==> src/rtl/block_b_cp_sched_pkg.sv <==
// Shared widths, state encoding and output beat layout for the control-plane scheduler.
package block_b_cp_sched_pkg;

    localparam int unsigned DEF_NUM_REQ       = 4;
    localparam int unsigned DEF_MAX_BURST     = 4;
    localparam int unsigned CP_IN_ADDR_WIDTH  = 10;
    localparam int unsigned CP_OUT_ADDR_WIDTH = 21;
    localparam int unsigned CP_DATA_WIDTH     = 20;
    localparam int unsigned BASE_WIDTH        = CP_OUT_ADDR_WIDTH - CP_IN_ADDR_WIDTH;
    localparam int unsigned SRC_WIDTH         = $clog2(DEF_NUM_REQ);

    typedef enum logic [1:0] {
        IDLE  = 2'd0,
        SEND  = 2'd1,
        BURST = 2'd2
    } sched_state_t;

    typedef struct packed {
        logic [CP_OUT_ADDR_WIDTH-1:0] addr;
        logic [CP_DATA_WIDTH-1:0]     data;
        logic [SRC_WIDTH-1:0]         src;
    } cp_beat_t;

    // Output address is the requester base prepended to its local address.
    function automatic logic [CP_OUT_ADDR_WIDTH-1:0] widen_addr(
        input logic [BASE_WIDTH-1:0]       base,
        input logic [CP_IN_ADDR_WIDTH-1:0] addr
    );
        return {base, addr};
    endfunction

endpackage

==> src/rtl/block_b_rr_arbiter.sv <==
// Combinational round-robin arbiter: first requester at or above ptr, with wrap.
module block_b_rr_arbiter #(
    parameter int unsigned NUM_REQ = 4,
    parameter int unsigned IDX_W   = $clog2(NUM_REQ)
) (
    input  logic [NUM_REQ-1:0] req,
    input  logic [IDX_W-1:0]   ptr,
    output logic [NUM_REQ-1:0] grant,
    output logic [IDX_W-1:0]   grant_idx,
    output logic               any_grant
);

    // Walk the requesters starting at ptr and take the first valid one.
    always_comb begin
        logic [IDX_W-1:0] cand;
        grant     = '0;
        grant_idx = '0;
        any_grant = 1'b0;
        cand      = '0;
        for (int unsigned i = 0; i < NUM_REQ; i++) begin
            cand = IDX_W'((32'(ptr) + i) % NUM_REQ);
            if (!any_grant && req[cand]) begin
                any_grant       = 1'b1;
                grant_idx       = cand;
                grant[cand]     = 1'b1;
            end
        end
    end

endmodule

==> src/rtl/block_b_cp_scheduler.sv <==
// Shares the single control_plane_out channel between requesters with
// round-robin arbitration, capped locked bursts and per-requester address bases.
module block_b_cp_scheduler
    import block_b_cp_sched_pkg::*;
#(
    parameter int unsigned NUM_REQ   = DEF_NUM_REQ,
    parameter int unsigned MAX_BURST = DEF_MAX_BURST
) (
    input  logic                                  clk,
    input  logic                                  rst,
    input  logic [NUM_REQ-1:0]                    req_valid,
    input  logic [NUM_REQ-1:0]                    req_lock,
    input  logic [NUM_REQ*CP_IN_ADDR_WIDTH-1:0]   req_addr,
    input  logic [NUM_REQ*CP_DATA_WIDTH-1:0]      req_data,
    output logic [NUM_REQ-1:0]                    req_ready,
    input  logic                                  cfg_we,
    input  logic [$clog2(NUM_REQ)-1:0]            cfg_idx,
    input  logic [BASE_WIDTH-1:0]                 cfg_base,
    output logic                                  out_valid,
    input  logic                                  out_ready,
    output logic [CP_OUT_ADDR_WIDTH-1:0]          out_addr,
    output logic [CP_DATA_WIDTH-1:0]              out_data,
    output logic [$clog2(NUM_REQ)-1:0]            out_src,
    output logic                                  busy
);

    localparam int unsigned IDX_W = $clog2(NUM_REQ);
    localparam int unsigned CNT_W = (MAX_BURST > 1) ? $clog2(MAX_BURST) : 1;

    sched_state_t                state;
    cp_beat_t                    beat;
    logic [IDX_W-1:0]            ptr;
    logic [CNT_W-1:0]            burst_cnt;
    logic [BASE_WIDTH-1:0]       base [NUM_REQ];

    logic [CP_IN_ADDR_WIDTH-1:0] addr_arr [NUM_REQ];
    logic [CP_DATA_WIDTH-1:0]    data_arr [NUM_REQ];

    logic [NUM_REQ-1:0]          arb_grant;
    logic [IDX_W-1:0]            arb_idx;
    logic                        arb_any;

    logic                        load;
    logic                        cont;
    logic                        sel_any;
    logic [IDX_W-1:0]            sel_idx;
    logic [NUM_REQ-1:0]          grant_onehot;
    logic [CNT_W-1:0]            next_cnt;
    logic [IDX_W-1:0]            owner;

    assign owner    = IDX_W'(beat.src);
    assign out_addr = beat.addr;
    assign out_data = beat.data;
    assign out_src  = IDX_W'(beat.src);

    // Unpack the flat request buses into per-requester arrays.
    always_comb begin
        for (int unsigned i = 0; i < NUM_REQ; i++) begin
            addr_arr[i] = req_addr[i*CP_IN_ADDR_WIDTH +: CP_IN_ADDR_WIDTH];
            data_arr[i] = req_data[i*CP_DATA_WIDTH +: CP_DATA_WIDTH];
        end
    end

    block_b_rr_arbiter #(
        .NUM_REQ (NUM_REQ),
        .IDX_W   (IDX_W)
    ) u_rr_arbiter (
        .req       (req_valid),
        .ptr       (ptr),
        .grant     (arb_grant),
        .grant_idx (arb_idx),
        .any_grant (arb_any)
    );

    // Pick burst continuation when allowed, else the round-robin winner.
    always_comb begin
        load         = !out_valid || out_ready;
        cont         = (state == BURST) && req_valid[owner]
                       && (32'(burst_cnt) < MAX_BURST - 1);
        sel_idx      = arb_idx;
        sel_any      = arb_any;
        grant_onehot = arb_grant;
        next_cnt     = '0;
        if (cont) begin
            sel_idx      = owner;
            sel_any      = 1'b1;
            grant_onehot = NUM_REQ'(1) << owner;
            next_cnt     = CNT_W'(32'(burst_cnt) + 1);
        end
        req_ready = (load && !rst) ? grant_onehot : '0;
    end

    // Scheduler state, output beat register, rotation pointer and base registers.
    always_ff @(posedge clk) begin
        if (rst) begin
            state     <= IDLE;
            beat      <= '0;
            out_valid <= 1'b0;
            busy      <= 1'b0;
            ptr       <= '0;
            burst_cnt <= '0;
            for (int unsigned i = 0; i < NUM_REQ; i++) begin
                base[i] <= BASE_WIDTH'(i);
            end
        end else begin
            if (cfg_we && (32'(cfg_idx) < NUM_REQ)) begin
                base[cfg_idx] <= cfg_base;
            end
            if (load && sel_any) begin
                beat.addr <= widen_addr(base[sel_idx], addr_arr[sel_idx]);
                beat.data <= data_arr[sel_idx];
                beat.src  <= SRC_WIDTH'(sel_idx);
                out_valid <= 1'b1;
                busy      <= 1'b1;
                burst_cnt <= next_cnt;
                if (!cont) begin
                    ptr <= IDX_W'((32'(sel_idx) + 1) % NUM_REQ);
                end
                state <= (req_lock[sel_idx] && (32'(next_cnt) < MAX_BURST - 1)) ? BURST : SEND;
            end else if (load) begin
                out_valid <= 1'b0;
                busy      <= 1'b0;
                burst_cnt <= '0;
                state     <= IDLE;
            end
        end
    end

endmodule
==> config.mk <==
export PLATFORM = sky130hd
export DESIGN_NAME = block_b_cp_scheduler
export DESIGN_NICKNAME = d
export VERILOG_FILES = /design/src/rtl/block_b_cp_sched_pkg.sv /design/src/rtl/block_b_rr_arbiter.sv /design/src/rtl/block_b_cp_scheduler.sv
export SDC_FILE = /design/constraint.sdc
export NUM_CORES = 1
export LEC_CHECK = 0
export ABC_AREA = 0
export ABC_CLOCK_PERIOD_IN_PS = 5870
export CAP_MARGIN = 20
export CORE_MARGIN = 1.5
export CORE_UTILIZATION = 48
export DETAILED_ROUTE_END_ITERATION = 7
export PLACE_DENSITY = 0.95
export REMOVE_ABC_BUFFERS = 1
export SLEW_MARGIN = 30
export SYNTH_ARGS = -nofsm -noshare
export SYNTH_HDL_FRONTEND = slang
export SYNTH_SLANG_ARGS = --single-unit
export TNS_END_PERCENT = 5
==> constraint.sdc <==
create_clock -name clk -period 5.87 [get_ports clk]
set_input_delay 1.174 -clock clk [delete_from_list [all_inputs] [get_ports clk]]
set_output_delay 1.174 -clock clk [all_outputs]
set_load 0.02 [all_outputs]
; ---- Word level (Yosys, flattened, before mapping)
; Memories as Yosys holds them, arrays and structs flattened. A register that Yosys moved wholly into a read port is not among the register bits.
; Index checks and enable logic that the tools add are counted.
[totals]
ff_bits = 50
mem_bits_rw = 44
inputBits = 145
output_inout_bits = 49
elab_cells = 111
mem_count = 1
[mem_list]
columns = name, words, width, rd, rd_clocked_by_memory_dff, write_ports, line_no
row1 = base, 4, 11, 1, 1, 4, block_b_cp_scheduler.sv:34  ; logic [BASE_WIDTH-1:0] base [NUM_REQ];
[classes]
add_sub_neg = 5
magnitude_cmp = 13
eq_ne = 1
shifts = 1
muxes = 57
bitwise = 5
n_reduce_logical = 21
[op_table]
columns = operator, n
row1 = binary-select mux 20 bit (select 2 bit), 1
row2 = two-way mux 20 bit, 2
row3 = two-way mux 4 bit, 6
row4 = two-way mux 1 bit, 23
row5 = two-way mux 2 bit, 11
row6 = binary-select mux 10 bit (select 2 bit), 1
row7 = two-way mux 10 bit, 2
row8 = "less-than comparator 2 x 3 -> 1 bit, second input constant", 6
row9 = binary-select mux 1 bit (select 2 bit), 6
row10 = logical AND 1 bit, 12
row11 = OR 4 bit, 3
row12 = two-way mux 11 bit, 1
row13 = OR reduction 11 bit, 1
row14 = demux 1 bit (select 2 bit), 4
row15 = "greater-or-equal comparator 2 x 1 -> 1 bit, second input constant", 4
row16 = "adder 2 x 1 -> 2 bit, second input constant", 3
row17 = zero test 1 bit, 5
row18 = "adder 2 bit, second input constant", 2
row19 = "less-than comparator 2 bit, second input constant", 2
row20 = "<< shifter 1 x 2 -> 4 bit, first input constant", 1
row21 = "greater-or-equal comparator 3 bit, second input constant", 1
row22 = inverter 2 -> 3 bit, 1
row23 = "equality test 2 bit, second input constant", 1
row24 = AND reduction 2 bit, 1
row25 = other kinds (3), 3

; ---- Depth between registers and ports, before layout
[logic_depth]
ltp_word = 18
ltp_mapped = 13
depth_no_buf = 8

; ---- Modules after synthesis
; Synthesis repeated with hierarchy kept, for this count alone.
[unflattened]
hier_cells = 503
area_unflattened_um2 = 5286.3
[by_module_without_submodules]
columns = module, n_inst, cells_per_inst, area_per_inst_um2, seq_area_each_um2
row1 = block_b_cp_scheduler, 1, 458, 4864.7, 2322.2
row2 = block_b_rr_arbiter, 1, 45, 421.7, 0.0

; ---- Worst setup path before layout
; No wires, ideal clock.
[synth_path]
path_type = in2out
from = input req_valid[1]
to = output req_ready[2]
t_arrival_ns = 2.955
required_time_ns = 4.696
slack_ns = 1.741
path_stages = 6
n_path_buf = 1
cell_sequence = clkbuf_1 > mux4_2 > a211oi_1 > a221o_1 > a221oi_1 > nor3_1
[synth_between]
elab_chain_cells = 14
elab_cells_between_ends = 30
classes_between = mux (19) / bitwise (3) / reduce/logical (8)
[synth_rtl]
columns = element, line_no
row1 = start: declaration, block_b_cp_scheduler.sv:11  ; input logic [NUM_REQ-1:0] req_valid,
row2 = binary-select mux 1 bit (select 2 bit), block_b_rr_arbiter.sv:22  ; if (!any_grant && req[cand]) begin
row3 = two-way mux 1 bit (implied by the code), block_b_rr_arbiter.sv:22
row4 = two-way mux 1 bit, block_b_rr_arbiter.sv:22
row5 = zero test 1 bit, block_b_rr_arbiter.sv:22
row6 = logical AND 1 bit, block_b_rr_arbiter.sv:22
row7 = two-way mux 1 bit, block_b_rr_arbiter.sv:22
row8 = zero test 1 bit, block_b_rr_arbiter.sv:22
row9 = logical AND 1 bit, block_b_rr_arbiter.sv:22
row10 = two-way mux 1 bit, block_b_rr_arbiter.sv:22
row11 = zero test 1 bit, block_b_rr_arbiter.sv:22
row12 = logical AND 1 bit, block_b_rr_arbiter.sv:22
row13 = two-way mux 4 bit, block_b_rr_arbiter.sv:22
row14 = two-way mux 4 bit (*), block_b_cp_scheduler.sv:84  ; if (cont) begin
row15 = two-way mux 4 bit (*), block_b_cp_scheduler.sv:90  ; req_ready = (load && !rst) ? grant_onehot : '0;
row16 = end: declaration, block_b_cp_scheduler.sv:15  ; output logic [NUM_REQ-1:0] req_ready,
; Every way passes the cells marked *; elsewhere a longest branch is shown, timed or not. The select of a mux whose other input is x is not followed.

; ---- Final worst setup path
[layout_path]
from = register ptr[0]
to = output req_ready[2]
[layout_between]
elab_chain_cells = 14
elab_cells_between_ends = 49
classes_between = add/sub (3) / order compare (8) / mux (25) / bitwise (3) / reduce/logical (10)
[layout_rtl]
columns = element, line_no
row1 = start: declaration, block_b_cp_scheduler.sv:32  ; logic [IDX_W-1:0] ptr;
row2 = start signal: assignment, block_b_cp_scheduler.sv:117  ; ptr <= IDX_W'((32'(sel_idx) + 1) % NUM_REQ);
row3 = branches (longest 11 deep; another with less-than comparator 2 x 3 -> 1 bit), -
row4 = two-way mux 4 bit (*), block_b_rr_arbiter.sv:22
row5 = two-way mux 4 bit (*), block_b_cp_scheduler.sv:84
row6 = two-way mux 4 bit (*), block_b_cp_scheduler.sv:90
; Every way passes the cells marked *. The select of a mux whose other input is x is not followed.

==> impl.org <==
** Layout
- Counting the fill cells in the layout gives 755.
- Across the whole layout, storage elements account for 0.002322 mm2.
- Of the cells placed in the final design, the portion with a size suffix greater than 1 is 5.632%.
- After the flow finishes, the layout carries non-filler instances totaling 793.
- For this run, the post-layout net count is 805.
- The repair_antennas step left the layout with diodes totalling 0.
- Summing all multi-input logic gate instances after layout gives 0.002562 mm2.
- From synthesis to final layout, the design area changed by 41.85%.

** Synthesis
- Post-synthesis cell type with the largest combined area :: sky130_fd_sc_hd__edfxtp_1
- Of all flip-flops after synthesis, the portion carrying an async set or reset was 0%.
- After synthesis, the cell types taking the most area are sky130_fd_sc_hd__edfxtp_1, sky130_fd_sc_hd__dfxtp_1, sky130_fd_sc_hd__mux2i_1.
- The netlist uses 54 different library cells.
- Flops & latches, synth :: 94
- Counting flops with a built-in enable in the synthesized netlist gives 44.
- A synthesized cell averages 10.77 um2.
- Proportion of synthesized chip area in sequential cells :: 45.10%
- The cell count after synthesis came out at 478.
- Most instantiated library cell after synthesis :: sky130_fd_sc_hd__mux2i_1
- By count the netlist is led by sky130_fd_sc_hd__mux2i_1, sky130_fd_sc_hd__nand2_1, sky130_fd_sc_hd__dfxtp_1.
- Primary FF master, synth :: sky130_fd_sc_hd__dfxtp_1
- Top-area cell type share of the netlist area :: 25.66%
- The cell area that synthesis handed to floorplanning was 0.005149 mm2.
- For this run, the number of Yosys warnings is 0.

** Global route
- The first global-routing pass estimated 22.94 mm of wire.
- The number of global-route vias before repair was 4653.
- Entering global routing, the biggest net connects 88 pins.
- Overflow left after global routing :: 0
- GR Util All Layers :: 25.76%
- Antenna violations before repair :: 0

** Detailed routing
- Detailed-router iteration count before antenna repair :: 7
- After detailed routing, the number of vias per cell comes to 5.788.
- Average wire length per cell after detail routing :: 18.70 um
- The routed layout has 4590 vias.
- Number of design-rule violations left by the first detailed-router iteration :: 272
- Detail Route Antenna Nets :: 0
- In the routed design, unresolved DRC markers number 0.
- Overall routed net length :: 14.83 mm

** Floorplan
- The core region is 0.01037 mm2.
- Starting Density :: 49.65%
- Number of core rows :: 37
- The die covers 0.01136 mm2.
- Die width :: 106.6 um
- I/O pin count :: 194
- Vertical extent of the die :: 106.6 um

** Critical path
- Nature of the critical path startpoint :: flop
- Setup crit end kind :: output port
- Largest delay share family, worst path :: buffers and inverters
- Across all register-to-register paths, the minimum setup slack is 2060 ps.
- Data arrives at the worst endpoint at 4050 ps.
- Along the worst path, the maximum fanout reaches 19.
- Start-to-end type of the worst setup path :: flop to output port
- Sum of buffers and inverters on the critical path :: 2
- WP data required :: 4700 ps
- Crit path cell chain :: inv_1 > ha_1 > mux2_2 > nor2_1 > a21oi_1 > a211oi_1 > a221oi_1 > nor3_1 > clkdlybuf4s50_1
- Biggest cell delay along the critical path :: 720 ps
- Among all stages on the critical path, the largest delay is contributed by sky130_fd_sc_hd__dfxtp_1.

** Flow run
- Max-capacitance violation count :: 0

** Power
- In this run the static leakage power is 2.895 nW.
- Worst IR drop on VDD :: 0.3247 mV
- Power per standard cell area :: 411.3 mW/mm2
- Total power for the finished layout comes to 3.004 mW.

** STA
- After layout, the worst setup slack is 643.4 ps.
- Period Utilization, post-route :: 89.04%
- Pin slew with the least headroom to its limit :: 799.3 ps
- Setup violations remaining at the end of the flow were counted as 0.
- The final count of pins violating max slew was 0.
- Hold Vio Cnt, Final :: 0
- Setup repair after global routing left no endpoint under its margin.
- The worst pin sits at a relative slew slack of 46.61%.
- Clock period minus final worst setup slack :: 5227 ps
- The clock arrives with 18.01 ps of skew.
- Max Freq :: 0.1913 GHz

** CTS
- Clock tree root driver cell :: sky130_fd_sc_hd__clkbuf_8
- Skew-Pair Late Insertion Delay :: 360 ps
- The tree built by TritonCTS fans out to 94 sinks.
- The longest clock path from root to sink contains 2 buffers.
- Hold Buf Count CTS :: 0
- H-tree levels :: 3
- CTS tree :: done
- Once the clock tree was built, the resizer swapped 0 gates to a different size.
- Total CTS buffers :: 9
- Clk slew on worst S/H paths :: 110 ps
- Number of post-CTS setup repair buffers :: 0

** Place
- Port bufs :: 193
- At the end of routability-driven placement, the weighted congestion stood at 0.8542.
- Before CTS, the worst setup slack after placement is 761.2 ps.
- The HPWL after detailed placement is 10.66 mm.
- Counting tap cells, the placed design contains a total of 776 instances.

** Hold path
- Class of the tightest hold or removal check :: flop to flop

** Status
- Result of the run :: complete, no violations
metrics by stage:
stage | util, % | cell area (um2) | setup TNS, ps | hold WS (ps)
after floorplan | - | 4903 | -9710 | 424.3
after global placement | 68.26 | 7078 | 0 | 442.0
after detailed placement | 68.26 | 7078 | 0 | 451.5
after CTS | 70.28 | 7288 | 0 | 476.2
after global routing | 70.43 | 7303 | 0 | 496.7
final | 70.43 | 7303 | 0 | 475.8
worst paths after layout:
kind | depth (start not counted) | endpoint | startpoint
max | 9 | req_ready[2] | ptr[0]
min | 2 | out_data[3] | out_data[3]
max reg2reg | 9 | out_data[19] | ptr[0]
min reg2reg | 2 | out_data[3] | out_data[3]
routing by layer:
metal	share of wire, %	global-route usage, %	vias up	wire length (um)
met3	7.0	5.046	27	1032
met2	52	46.43	228	7650
li1	-	-	2143	-
met1	40	30.19	2192	5877
met4	1.8	9.619	0	267
met5	0	0	-	0
state kept, by name (all words and copies together) (netlist names):
| register | flops |
|---|---|
| base | 44 |
| burst_cnt | 2 |
| busy | 1 |
| out_addr | 21 |
| out_data | 20 |
| out_src | 2 |
| ptr | 2 |
| state | 2 |
cell usage in the layout, fill, tap and decap left out, types with 2 or more instances in the layout:
master                            count
sky130_fd_sc_hd__a221o_1              4
sky130_fd_sc_hd__nor2b_1              5
sky130_fd_sc_hd__nor3b_1              4
sky130_fd_sc_hd__buf_4                6
sky130_fd_sc_hd__or2_2                3
sky130_fd_sc_hd__inv_6                2
sky130_fd_sc_hd__a21oi_1             11
sky130_fd_sc_hd__clkbuf_8             9
sky130_fd_sc_hd__mux2i_1             87
sky130_fd_sc_hd__dfxtp_1             50
sky130_fd_sc_hd__nor3_1               9
sky130_fd_sc_hd__and2_1              43
sky130_fd_sc_hd__o221ai_1            41
sky130_fd_sc_hd__mux2_2               3
sky130_fd_sc_hd__nand3b_1             4
sky130_fd_sc_hd__edfxtp_1            44
sky130_fd_sc_hd__inv_1                7
sky130_fd_sc_hd__nand3_1              4
sky130_fd_sc_hd__a221oi_1             4
sky130_fd_sc_hd__clkinv_8             3
sky130_fd_sc_hd__clkdlybuf4s50_1    193
sky130_fd_sc_hd__o21ai_0              4
sky130_fd_sc_hd__nor2_1              10
sky130_fd_sc_hd__nand2b_1             9
sky130_fd_sc_hd__ha_1                 8
sky130_fd_sc_hd__o211ai_1             3
sky130_fd_sc_hd__nand4_1              2
sky130_fd_sc_hd__nand2_1             53
sky130_fd_sc_hd__mux4_2               2
sky130_fd_sc_hd__a211oi_1             4
power breakdown:
group,switching (mW),internal (mW)
Combinational,0.819,0.776
Clock,0.266,0.172
Sequential,0.121,0.850
worst register-to-register path: stages, from the launching register on:
cell,delay (ps)
sky130_fd_sc_hd__dfxtp_1,720
sky130_fd_sc_hd__inv_1,280
sky130_fd_sc_hd__ha_1,580
sky130_fd_sc_hd__mux2i_1,190
sky130_fd_sc_hd__o32a_1,450
sky130_fd_sc_hd__o21a_1,200
sky130_fd_sc_hd__a22oi_2,210
sky130_fd_sc_hd__buf_12,450
sky130_fd_sc_hd__mux2i_1,460
sky130_fd_sc_hd__o221ai_1,150
cell families after synthesis:
family | Yosys count | synth area share [%]
DFF | 94 | 45.10
muxes | 93 | 18.66
and+or+nand+nor | 151 | 15.21
adders and majority gates | 8 | 1.944
xor gates and xnor gates | 1 | 0.1701
AOI/OAI and AO/OA | 86 | 13.63
buffers and inverters | 45 | 5.273
layout make-up:
type                    count  share of cell area, %
multi-input cells         339                  35.09
well taps                 136                  2.330
clock buffers               9                  1.696
clock inverters             7                  1.182
repair buffers            201                  27.55
inverters                   7                 0.3598
flip-flops and latches     94                  31.80
Note: power is estimated with default switching activity, not from simulation.
